File: config.mk
export PLATFORM = sky130hd
export DESIGN_NAME = pc_ras_flat
export DESIGN_NICKNAME = d
export VERILOG_FILES = /design/src/rtl/pc_ras_if.sv /design/src/rtl/pc_ras.sv /design/src/flat_wrapper.sv
export SDC_FILE = /design/constraint.sdc
export NUM_CORES = 1
export LEC_CHECK = 0
export BUFFER_PORTS_ARGS = -buffer_cell sky130_fd_sc_hd__buf_4
export CORE_MARGIN = 2
export CORE_UTILIZATION = 27
export CTS_CLUSTER_DIAMETER = 200
export DETAILED_ROUTE_END_ITERATION = 10
export GPL_TIMING_DRIVEN = 0
export PLACE_DENSITY = 0.51
export SYNTH_ARGS = -nofsm -noshare
export SYNTH_HDL_FRONTEND = slang
export SYNTH_SLANG_ARGS = --single-unit
File: constraint.sdc
create_clock -name clk -period 6.1 [get_ports clk]
set_input_delay 1.525 -clock clk [delete_from_list [all_inputs] [get_ports clk]]
set_output_delay 1.525 -clock clk [all_outputs]
set_load 0.01 [all_outputs]
File: src/rtl/pc_ras_if.sv
// PC / return-address-stack control bus between the control unit (master) and pc_ras (slave).
// Optional exception signals exist only when PC_EXC_EN is defined.
interface pc_ras_if #(
  parameter int AW        = 16,
  parameter int RAS_DEPTH = 4,
  localparam int CW       = $clog2(RAS_DEPTH + 1)
);
  logic          enable;
  logic          load;
  logic          call;
  logic          ret;
  logic [AW-1:0] in;
  logic [AW-1:0] address;
  logic [CW-1:0] ras_count;
  logic          ras_full;
  logic          ras_empty;
  logic          ras_ovf;
  logic          ras_unf;
`ifdef PC_EXC_EN
  logic          exc;
  logic          eret;
  logic [AW-1:0] epc;
`endif

  modport master (
    output enable, load, call, ret, in,
`ifdef PC_EXC_EN
    output exc, eret,
    input  epc,
`endif
    input  address, ras_count, ras_full, ras_empty, ras_ovf, ras_unf
  );

  modport slave (
    input  enable, load, call, ret, in,
`ifdef PC_EXC_EN
    input  exc, eret,
    output epc,
`endif
    output address, ras_count, ras_full, ras_empty, ras_ovf, ras_unf
  );
endinterface

File: src/rtl/pc_ras.sv
// Program counter with circular return-address stack and sticky overflow/underflow flags.
// Define PC_EXC_EN to add exception entry (exc) and return (eret) with a saved epc.
module pc_ras #(
  parameter int          AW         = 16,
  parameter int          STEP       = 2,
  parameter logic [AW-1:0] RESET_ADDR = '0,
  parameter int          RAS_DEPTH  = 4,
  parameter logic [AW-1:0] EXC_VECTOR = 16'h10,
  localparam int         CW         = $clog2(RAS_DEPTH + 1),
  localparam int         PW         = $clog2(RAS_DEPTH)
) (
  input logic    clk,
  input logic    rst,
  pc_ras_if.slave bus
);
  logic [AW-1:0] stack [RAS_DEPTH];
  logic [AW-1:0] addr_q, addr_n, seq, top;
  logic [PW-1:0] ptr_q, ptr_n, ptr_inc, ptr_dec;
  logic [CW-1:0] cnt_q, cnt_n;
  logic          full_q, empty_q, ovf_q, ovf_n, unf_q, unf_n, push;
`ifdef PC_EXC_EN
  logic [AW-1:0] epc_q, epc_n;
`endif

  assign seq = addr_q + AW'(STEP);
  // ptr_q is the next write slot; when full it also points at the oldest entry,
  // so a push while full overwrites it naturally.
  assign ptr_inc = (ptr_q == PW'(RAS_DEPTH - 1)) ? '0 : ptr_q + 1'b1;
  assign ptr_dec = (ptr_q == '0) ? PW'(RAS_DEPTH - 1) : ptr_q - 1'b1;
  assign top     = stack[ptr_dec];

  always_comb begin
    addr_n = addr_q;
    ptr_n  = ptr_q;
    cnt_n  = cnt_q;
    ovf_n  = ovf_q;
    unf_n  = unf_q;
    push   = 1'b0;
`ifdef PC_EXC_EN
    epc_n  = epc_q;
    if (bus.exc) begin
      epc_n  = addr_q;
      addr_n = EXC_VECTOR;
    end else if (bus.enable && bus.eret)
      addr_n = epc_q;
    else
`endif
    if (bus.enable) begin
      if (bus.ret) begin
        if (cnt_q != '0) begin
          addr_n = top;
          ptr_n  = ptr_dec;
          cnt_n  = cnt_q - 1'b1;
        end else begin
          addr_n = seq;
          unf_n  = 1'b1;
        end
      end else if (bus.call) begin
        push   = 1'b1;
        addr_n = bus.in;
        ptr_n  = ptr_inc;
        if (full_q) ovf_n = 1'b1;
        else        cnt_n = cnt_q + 1'b1;
      end else if (bus.load)
        addr_n = bus.in;
      else
        addr_n = seq;
    end
  end

  always_ff @(posedge clk) begin
    if (rst) begin
      addr_q  <= RESET_ADDR;
      ptr_q   <= '0;
      cnt_q   <= '0;
      full_q  <= 1'b0;
      empty_q <= 1'b1;
      ovf_q   <= 1'b0;
      unf_q   <= 1'b0;
    end else begin
      addr_q  <= addr_n;
      ptr_q   <= ptr_n;
      cnt_q   <= cnt_n;
      full_q  <= (cnt_n == CW'(RAS_DEPTH));
      empty_q <= (cnt_n == '0);
      ovf_q   <= ovf_n;
      unf_q   <= unf_n;
    end
  end

  // Stack contents are don't-care after reset, so no reset on the storage.
  always_ff @(posedge clk) begin
    if (!rst && push) stack[ptr_q] <= seq;
  end

`ifdef PC_EXC_EN
  always_ff @(posedge clk) begin
    if (rst) epc_q <= '0;
    else     epc_q <= epc_n;
  end
  assign bus.epc = epc_q;
`endif

  assign bus.address   = addr_q;
  assign bus.ras_count = cnt_q;
  assign bus.ras_full  = full_q;
  assign bus.ras_empty = empty_q;
  assign bus.ras_ovf   = ovf_q;
  assign bus.ras_unf   = unf_q;
endmodule

File: src/flat_wrapper.sv
// flat-port wrapper written by rule: the top's interface ports become plain ports
module pc_ras_flat 
#(
  parameter int          AW         = 16,
  parameter int          STEP       = 2,
  parameter logic [AW-1:0] RESET_ADDR = '0,
  parameter int          RAS_DEPTH  = 4,
  parameter logic [AW-1:0] EXC_VECTOR = 16'h10,
  localparam int         CW         = $clog2(RAS_DEPTH + 1),
  localparam int         PW         = $clog2(RAS_DEPTH)
)
  (clk, rst, bus_enable, bus_load, bus_call, bus_ret, bus_in, bus_address, bus_ras_count, bus_ras_full, bus_ras_empty, bus_ras_ovf, bus_ras_unf);
  pc_ras_if #(.AW(AW), .RAS_DEPTH(RAS_DEPTH)) bus_i ();
  input logic clk;
  input logic rst;
  input wire logic [$bits(bus_i.enable)-1:0] bus_enable;
  input wire logic [$bits(bus_i.load)-1:0] bus_load;
  input wire logic [$bits(bus_i.call)-1:0] bus_call;
  input wire logic [$bits(bus_i.ret)-1:0] bus_ret;
  input wire logic [$bits(bus_i.in)-1:0] bus_in;
  output wire logic [$bits(bus_i.address)-1:0] bus_address;
  output wire logic [$bits(bus_i.ras_count)-1:0] bus_ras_count;
  output wire logic [$bits(bus_i.ras_full)-1:0] bus_ras_full;
  output wire logic [$bits(bus_i.ras_empty)-1:0] bus_ras_empty;
  output wire logic [$bits(bus_i.ras_ovf)-1:0] bus_ras_ovf;
  output wire logic [$bits(bus_i.ras_unf)-1:0] bus_ras_unf;
  assign bus_i.enable = bus_enable;
  assign bus_i.load = bus_load;
  assign bus_i.call = bus_call;
  assign bus_i.ret = bus_ret;
  assign bus_i.in = bus_in;
  assign bus_address = bus_i.address;
  assign bus_ras_count = bus_i.ras_count;
  assign bus_ras_full = bus_i.ras_full;
  assign bus_ras_empty = bus_i.ras_empty;
  assign bus_ras_ovf = bus_i.ras_ovf;
  assign bus_ras_unf = bus_i.ras_unf;
  pc_ras #(.AW(AW), .STEP(STEP), .RESET_ADDR(RESET_ADDR), .RAS_DEPTH(RAS_DEPTH), .EXC_VECTOR(EXC_VECTOR)) u_core (.clk(clk), .rst(rst), .bus(bus_i));
endmodule
==> flow_metrics.py, run 1 <==
metrics = {
    "sta": {
        "rsz0062_at_grt": "false",
        "hold_ws_ns": 0.469,
        "finClkSkew_ns": 0.00731,
        "finalSetupTns_ns": 0,
        "finalMaxSlewViolations": 0,
        "fmax_mhz": 298,
        "post-route-period-util_pct": 55.0,
        "setup_viol": 0,
        "finalCriticalPeriod_ns": 3.36,
        "final_count_of_hold_timing_violations": 0,
        "final.setup.worst_slack_ns": 2.74,
        "worst_slew_margin_rel_pct": 29.9,
        "slew_of_the_pin_with_the_lowest_slew_margin_ns": 1.05,
    },
    "power_and_ir_drop": {
        "power.static_leakage_nw": 1.83,
        "irDropWorstVdd_mv": 0.141,
        "design_power_total_mw": 1.47,
        "power_per_cell_area_mw_per_mm2": 292,
    },
    "placement": {
        "finalWeightedCongestion": 0.820,
        "dpl_cell_area_mm2": 0.00475,
        "placed_cells": 546,
        "detailed_place_hpwl_mm": 7.87,
        "post-place-ws_ns": 2.40,
        "buffer_ports.inserted": 43,
    },
    "finish": {
        "finalCoreUtilization_pct": 33.2,
        "fill_cells": 1516,
        "layout-area-overhead-vs-synth_pct": 20.4,
        "fraction_of_layout_cells_with_a_size_suffix_above_1_pct": 21.6,
        "insertedDiodeCount": 0,
        "instances_no_fill": 563,
        "total_non_filler_cell_area_in_the_finished_layout_mm2": 0.00505,
        "finalNetCount": 400,
    },
    "clock_network": {
        "numClockSinks": 89,
        "cts_tree": "yes",
        "cts-htree-levels": 3,
        "clk_transition_reported_paths_ns": 0.06,
        "clk_path_buf_depth": 2,
        "cts.root.buffer_cell": "sky130_fd_sc_hd__clkbuf_16",
        "cts_buffers": 9,
        "post_cts_resized": 0,
        "postCtsSetupRepairBufs": 0,
        "worst_skew_late_latency_ns": 0.34,
        "ctsHoldBuffers": 0,
    },
    "die": {
        "dieWidth_um": 129,
        "io_pins": 45,
        "design.core.area_mm2": 0.0152,
        "fp-row-count": 45,
        "fp.dieArea_mm2": 0.0165,
        "initial_core_util_pct": 27.6,
        "dieHeight_um": 129,
    },
    "min_path": {
        "worst_hold_path_type": "flip-flop to flip-flop",
        "hold_path_depth": 2,
    },
    "global_route": {
        "grt_pass1_wl_mm": 17.5,
        "grt_util_all_layers_pct": 14.5,
        "antenna_found_initial": 0,
        "via_count_of_the_first_global_routing_pass": 2943,
        "globalRoute.totalOverflow": 0,
        "largest_net_degree_at_the_start_of_global_routing": 17,
    },
    "logic_synthesis": {
        "fraction_of_post_synthesis_cell_area_in_the_top_cell_type_by_area_pct": 45.8,
        "synth_top_flop_cell": "sky130_fd_sc_hd__edfxtp_1",
        "post_synth_instance_area_mm2": 0.00419,
        "syn_warnings": 0,
        "post_synth_most_frequent_cells": "64 x sky130_fd_sc_hd__edfxtp_1, 31 x sky130_fd_sc_hd__nor2_1, 25 x sky130_fd_sc_hd__dfxtp_1, 21 x sky130_fd_sc_hd__nand2_1, 13 x sky130_fd_sc_hd__mux4_1",
        "synth.lib_cells_used.distinct": 57,
        "synth_enable_flop_cells": 64,
        "synthCells": 315,
        "synthArstFlopShare_pct": 0,
        "flip_flop_and_latch_count_after_synthesis": 89,
        "avgSynthCellArea_um2": 13.3,
        "mappedNetlistNets": 345,
        "cell_accounting_for_the_most_synthesized_area": "sky130_fd_sc_hd__edfxtp_1",
        "ys_top_cells_by_area": "sky130_fd_sc_hd__edfxtp_1 46%, sky130_fd_sc_hd__dfxtp_1 12%, sky130_fd_sc_hd__mux4_1 8.1%",
        "sequential_to_total_area_share_from_yosys_stat_pct": 57.8,
        "post-synth-top-count-cell": "sky130_fd_sc_hd__edfxtp_1",
    },
    "detailed_routing": {
        "routed_wirelength_mm": 11.5,
        "first_pass_iters": 4,
        "detail_route.wl_per_cell_um": 20.5,
        "detailedRoute.firstIterationViolations": 210,
        "detailed_route_via_count": 2890,
        "number_of_antenna_violating_nets_in_the_routed_design": 0,
        "post-route-drc-count": 0,
        "avgViaCountPerCell": 5.13,
    },
    "critical_path": {
        "setup.worst_path.start": "bus_enable",
        "crit_end": "u_core.stack[2][6]",
        "cp.arrival_ns": 3.31,
        "element_type_at_the_critical_path_end": "flip-flop",
        "reg_to_reg_end": "u_core.bus.address[12]",
        "r2r_cells": 8,
        "start_kind": "input pin",
        "timing.rr.start": "u_core.ptr_q[0]",
        "reg2reg_slack_ns": 3.88,
        "required_time_of_the_critical_path_ns": 6.06,
        "worst-setup-path-type": "input pin to flip-flop",
        "path_max_fanout": 16,
    },
    "run": {
        "maxCapViolations": 0,
    },
    "run_status": {
        "run_status": "finished clean",
    },
}
## worst min-delay path by stage
stage	to	startpoint	slack, ns
5_1_grt	u_core.bus.ras_ovf	u_core.bus.ras_ovf	0.49
2_1_floorplan	u_core.stack[0][0]	u_core.bus.address[0]	0.48
3_5_place_dp	u_core.bus.ras_ovf	u_core.bus.ras_ovf	0.47
6_report	u_core.bus.ras_ovf	u_core.bus.ras_ovf	0.47
4_1_cts	u_core.bus.ras_ovf	u_core.bus.ras_ovf	0.47
3_3_place_gp	u_core.bus.ras_ovf	u_core.bus.ras_ovf	0.46
## report_power, final
group          internal [mW]  leakage [nW]  switching [mW]
Sequential             0.675         0.795          0.0262
Combinational         0.0990         0.893           0.124
Clock                  0.317         0.141           0.232
Total                   1.09          1.83           0.382
## cell families after synthesis
group,after synthesis,synth area share (%)
AOI/OAI and AO/OA,75,12.6
adders and majority gates,8,2.39
buffers and inverters,24,3.73
and+or+nand+nor,87,10.3
DFF,89,57.8
muxes,19,10.5
xor gates and xnor gates,13,2.71
## flip-flops by register name, summed over array words and instances (netlist names)
register,flops
u_core.ptr_q,2
u_core.bus.address,16
u_core.bus.ras_unf,1
u_core.bus.ras_ovf,1
u_core.stack,64
u_core.bus.ras_empty,1
u_core.bus.ras_count,3
u_core.bus.ras_full,1
## metal layers
| layer | part of all wire, % | global-route usage, % | vias to the layer above |
|---|---|---|---|
| met2 | 48 | 23.5 | 93 |
| met3 | 5.6 | 2.87 | 13 |
| met1 | 45 | 19.8 | 1449 |
| met5 | 0 | 0 | - |
| li1 | - | - | 1335 |
| met4 | 1.4 | 4.22 | 0 |
## area by class of cell
type	instances	area [um2]	area share [%]
Tap cell	188	235	4.66
Timing Repair Buffer	44	330	6.54
Sequential cell	89	2420	48.0
Clock buffer	11	233	4.61
Clock inverter	5	56.3	1.12
Multi-Input combinational cell	202	1620	32.0
Buffer	14	119	2.35
Inverter	10	37.5	0.743
## critical path: stages
cell and delay (ns):
sky130_fd_sc_hd__buf_4 0.13, sky130_fd_sc_hd__inv_1 0.14, sky130_fd_sc_hd__nor2_1 0.36, sky130_fd_sc_hd__and3_1 0.30, sky130_fd_sc_hd__and2_1 0.85
## cell usage in the layout, fill, tap and decap left out, drive strengths merged, types with 2 or more instances in the layout
cell type / netlist / routed
buf: 10 / 53
a22oi: 5 / 5
and3: 5 / 5
o221ai: 3 / 3
nand3: 7 / 7
inv: 10 / 10
a211oi: 7 / 7
nor2: 31 / 31
or2: 2 / 2
o22ai: 2 / 2
o32ai: 3 / 3
and2: 6 / 6
nor3: 3 / 3
a21oi: 12 / 12
nor2b: 2 / 2
a21o: 4 / 4
a22o: 3 / 3
ha: 8 / 8
a21boi: 2 / 2
a31oi: 5 / 5
o21bai: 3 / 3
dfxtp: 25 / 25
a221oi: 4 / 4
o21ai: 13 / 13
xor2: 4 / 4
nand2b: 4 / 4
edfxtp: 64 / 64
nand2: 21 / 21
clkinv: 0 / 4
clkbuf: 2 / 14
mux2i: 3 / 3
o211ai: 2 / 2
xnor2: 9 / 9
mux4: 16 / 16
dlygate4sd1: 2 / 2
Power figures use the tool's default switching activity.
==> run 2: changes to the inputs <==
- ABC_AREA: default -> 1
- clock period: 6.1 -> 3.22 ns (I/O delays scaled with it)
==> flow_metrics.py, run 2 <==
metrics = {
    "global_route": {
        "met2_usage_pct": 25.2,
        "grt_util_all_layers_pct": 15.8,
        "top_usage_layer": "met2",
        "antenna_found_initial": 0,
        "largest_net_degree_at_the_start_of_global_routing": 15,
        "grt_pass1_wl_mm": 19.3,
        "via_count_of_the_first_global_routing_pass": 3306,
        "globalRoute.totalOverflow": 0,
        "grt_util_met1_pct": 20.9,
        "gr-usage-met3_pct": 3.06,
    },
    "clock_network": {
        "postCtsSetupRepairBufs": 0,
        "clk_path_buf_depth": 2,
        "cts-htree-levels": 3,
        "numClockSinks": 89,
        "worst_skew_late_latency_ns": 0.35,
        "cts.root.buffer_cell": "sky130_fd_sc_hd__clkbuf_16",
        "post_cts_resized": 0,
        "clk_transition_reported_paths_ns": 0.06,
        "cts_tree": "yes",
        "cts_buffers": 9,
        "ctsHoldBuffers": 0,
    },
    "critical_path": {
        "worst-setup-path-type": "input pin to flip-flop",
        "reg_to_reg_end": "u_core.bus.address[5]",
        "reg2reg_slack_ns": 0.94,
        "cp.arrival_ns": 2.53,
        "element_type_at_the_critical_path_end": "flip-flop",
        "path_max_fanout": 10,
        "critical_path.cell_chain": "buf_4, inv_2, buf_2, nand4_1, nor2_2, buf_8",
        "critPathMaxStageDelay_ns": 0.62,
        "r2r_cells": 8,
        "timing.rr.start": "u_core.ptr_q[0]",
        "required_time_of_the_critical_path_ns": 3.28,
        "crit_end": "u_core.stack[0][13]",
        "cpLargestDelayFamily": "simple AND/OR/NAND/NOR gates",
        "start_kind": "input pin",
        "cp_num_buf_inv": 4,
        "path_depth": 6,
        "setup.worst_path.start": "bus_ret",
        "crit_path_top_delay_cell": "sky130_fd_sc_hd__nor2_2",
    },
    "placement": {
        "post-place-ws_ns": 0.393,
        "detailed_place_hpwl_mm": 8.94,
        "dpl_cell_area_mm2": 0.00491,
        "finalWeightedCongestion": 0.852,
        "buffer_ports.inserted": 43,
    },
    "power_and_ir_drop": {
        "clock_power_share_pct": 38.8,
        "power.internal_mw": 2.15,
        "combPwrFrac_pct": 16.3,
        "power_per_cell_area_mw_per_mm2": 563,
        "netSwitchingFraction_pct": 27.0,
        "total_switching_power_mw": 0.796,
        "power.static_leakage_nw": 2.00,
        "power.share.sequential_pct": 44.8,
        "irDropWorstVdd_mv": 0.239,
    },
    "logic_synthesis": {
        "avgSynthCellArea_um2": 9.56,
        "yosys-mux-area-fraction_pct": 0,
        "sequential_to_total_area_share_from_yosys_stat_pct": 56.9,
        "cell_accounting_for_the_most_synthesized_area": "sky130_fd_sc_hd__edfxtp_1",
        "syn_warnings": 0,
        "flip_flop_and_latch_count_after_synthesis": 89,
        "synth-compound-area-share_pct": 11.8,
        "synth_simple_gate_area_share_pct": 20.3,
        "synth.lib_cells_used.distinct": 38,
        "synthArstFlopShare_pct": 0,
        "synth_enable_flop_cells": 64,
        "ys_top_cells_by_area": "sky130_fd_sc_hd__edfxtp_1 45%, sky130_fd_sc_hd__dfxtp_1 12%, sky130_fd_sc_hd__nand2_1 7.9%",
        "share_of_synthesized_cell_area_in_full_adder_half_adder_and_majority_cells_pct": 2.35,
        "post_synth_most_frequent_cells": "89 x sky130_fd_sc_hd__nand2_1, 64 x sky130_fd_sc_hd__edfxtp_1, 47 x sky130_fd_sc_hd__nor2_1, 35 x sky130_fd_sc_hd__nand3_1, 33 x sky130_fd_sc_hd__o21ai_0",
        "synth-xor-area-share_pct": 3.00,
        "largest_family_of_logic_cells_by_synthesized_area": "simple AND/OR/NAND/NOR gates",
        "synth_top_flop_cell": "sky130_fd_sc_hd__edfxtp_1",
        "synthCells": 445,
        "post_synth_instance_area_mm2": 0.00426,
        "mappedNetlistNets": 475,
        "fraction_of_post_synthesis_cell_area_in_the_top_cell_type_by_area_pct": 45.2,
        "post-synth-top-count-cell": "sky130_fd_sc_hd__nand2_1",
    },
    "sta": {
        "slew_of_the_pin_with_the_lowest_slew_margin_ns": 0.810,
        "post-route-period-util_pct": 76.7,
        "finalCriticalPeriod_ns": 2.47,
        "finClkSkew_ns": 0.00436,
        "final_count_of_hold_timing_violations": 0,
        "fmax_mhz": 405,
        "setup_viol": 0,
        "finalMaxSlewViolations": 0,
        "worst_slew_margin_rel_pct": 45.7,
        "hold_ws_ns": 0.465,
        "rsz0062_at_grt": "false",
        "final.setup.worst_slack_ns": 0.749,
    },
    "detailed_routing": {
        "detailed_route_via_count": 3432,
        "detail_route.wl_per_cell_um": 17.7,
        "first_pass_iters": 5,
        "post-route-drc-count": 0,
        "avgViaCountPerCell": 4.77,
        "routed_wirelength_mm": 12.7,
        "detailedRoute.firstIterationViolations": 283,
        "number_of_antenna_violating_nets_in_the_routed_design": 0,
    },
    "die": {
        "dieHeight_um": 130,
        "dieWidth_um": 130,
        "fp.dieArea_mm2": 0.0168,
        "io_pins": 45,
        "fp-row-count": 45,
        "design.core.area_mm2": 0.0153,
        "initial_core_util_pct": 27.8,
    },
    "run": {
        "maxCapViolations": 0,
    },
    "finish": {
        "largest_register_ff_count": 64,
        "largest-register": "u_core.stack",
        "mostFrequentLayoutCell": "sky130_fd_sc_hd__nand2_1",
        "layout-area-overhead-vs-synth_pct": 23.0,
        "finalNetCount": 533,
        "insertedDiodeCount": 0,
        "top_library_cells_by_usage_in_the_layout_fill_and_taps_aside": "89 x sky130_fd_sc_hd__nand2_1, 64 x sky130_fd_sc_hd__edfxtp_1, 48 x sky130_fd_sc_hd__buf_4",
        "total_non_filler_cell_area_in_the_finished_layout_mm2": 0.00523,
        "fraction_of_layout_cells_with_a_size_suffix_above_1_pct": 22.0,
    },
    "run_status": {
        "run_status": "finished clean",
    },
    "min_path": {
        "worst_hold_path_type": "flip-flop to flip-flop",
    },
}
## run 2: cell count changes after synthesis, sizes merged, moves of 7 or more
cell	before	now
nand2	21	94
nand3	7	37
o21ai	13	43
inv	10	31
nor2	31	52
mux4	16	0
a21oi	12	23
o211ai	2	9
## run 2: layout make-up
| type | instances | area, um2 |
|---|---|---|
| plain buffers | 21 | 119 |
| clock buffers | 11 | 243 |
| clock inverters | 5 | 78.8 |
| fillers | 1601 | 10100 |
| inverters | 32 | 120 |
| multi-input cells | 303 | 1600 |
| flip-flops and latches | 89 | 2420 |
| well taps | 211 | 264 |
| repair buffers | 47 | 383 |
## run 2: cell families after synthesis
logic type               Yosys count
buffers and inverters             53
XOR/XNOR                          12
adder cells (fa/ha/maj)            8
flip-flops                        89
AO/OA/AOI/OAI                     89
AND/OR/NAND/NOR                  194
## run 2: how the worst min path moves through the flow
| stage | from | slack [ns] | cells after the start | end |
|---|---|---|---|---|
| 5_1_grt | u_core.bus.ras_unf | 0.49 | 2 | u_core.bus.ras_unf |
| 4_1_cts | u_core.bus.ras_unf | 0.46 | 2 | u_core.bus.ras_unf |
| 3_3_place_gp | u_core.bus.ras_unf | 0.46 | 2 | u_core.bus.ras_unf |
| 2_1_floorplan | u_core.bus.ras_unf | 0.47 | 2 | u_core.bus.ras_unf |
| 3_5_place_dp | u_core.bus.ras_unf | 0.45 | 2 | u_core.bus.ras_unf |
| 6_report | u_core.bus.ras_unf | 0.47 | 2 | u_core.bus.ras_unf |
## run 2: metrics by stage
| step | util (%) | power, mW | TNS (ns) | std cells |
|---|---|---|---|---|
| after floorplan | - | 1.62 | 0 | 445 |
| after global placement | 31.6 | 1.81 | -18.40 | 699 |
| after detailed placement | 32.1 | 1.82 | 0 | 703 |
| after CTS | 34.2 | 2.96 | 0 | 719 |
| after global routing | 34.2 | 3.06 | 0 | 719 |
| final | 34.2 | 2.95 | 0 | 719 |
## run 2: metal layers
| metal | vias up | part of all wire, % | routed length [um] |
|---|---|---|---|
| li1 | 1646 | - | - |
| met1 | 1659 | 45 | 5740 |
| met2 | 108 | 47 | 5950 |
| met3 | 19 | 5.8 | 737 |
| met4 | 0 | 2.4 | 306 |
| met5 | - | 0 | 0 |
## run 2: worst min-delay path, delay by kind of cell, from the launching register on
family,cells,cell delay [ns]
buffers and inverters,1,0.05
AOI/OAI and AO/OA,1,0.05
DFF,1,0.31
## run 2: power groups by stage
stage	Clock [mW]	Sequential (mW)	Combinational, mW
5_1_grt	1.20	1.33	0.530
3_5_place_dp	0	1.35	0.478
3_3_place_gp	0	1.35	0.468
4_1_cts	1.16	1.32	0.481
6_report	1.14	1.32	0.481
2_1_floorplan	0	1.35	0.279
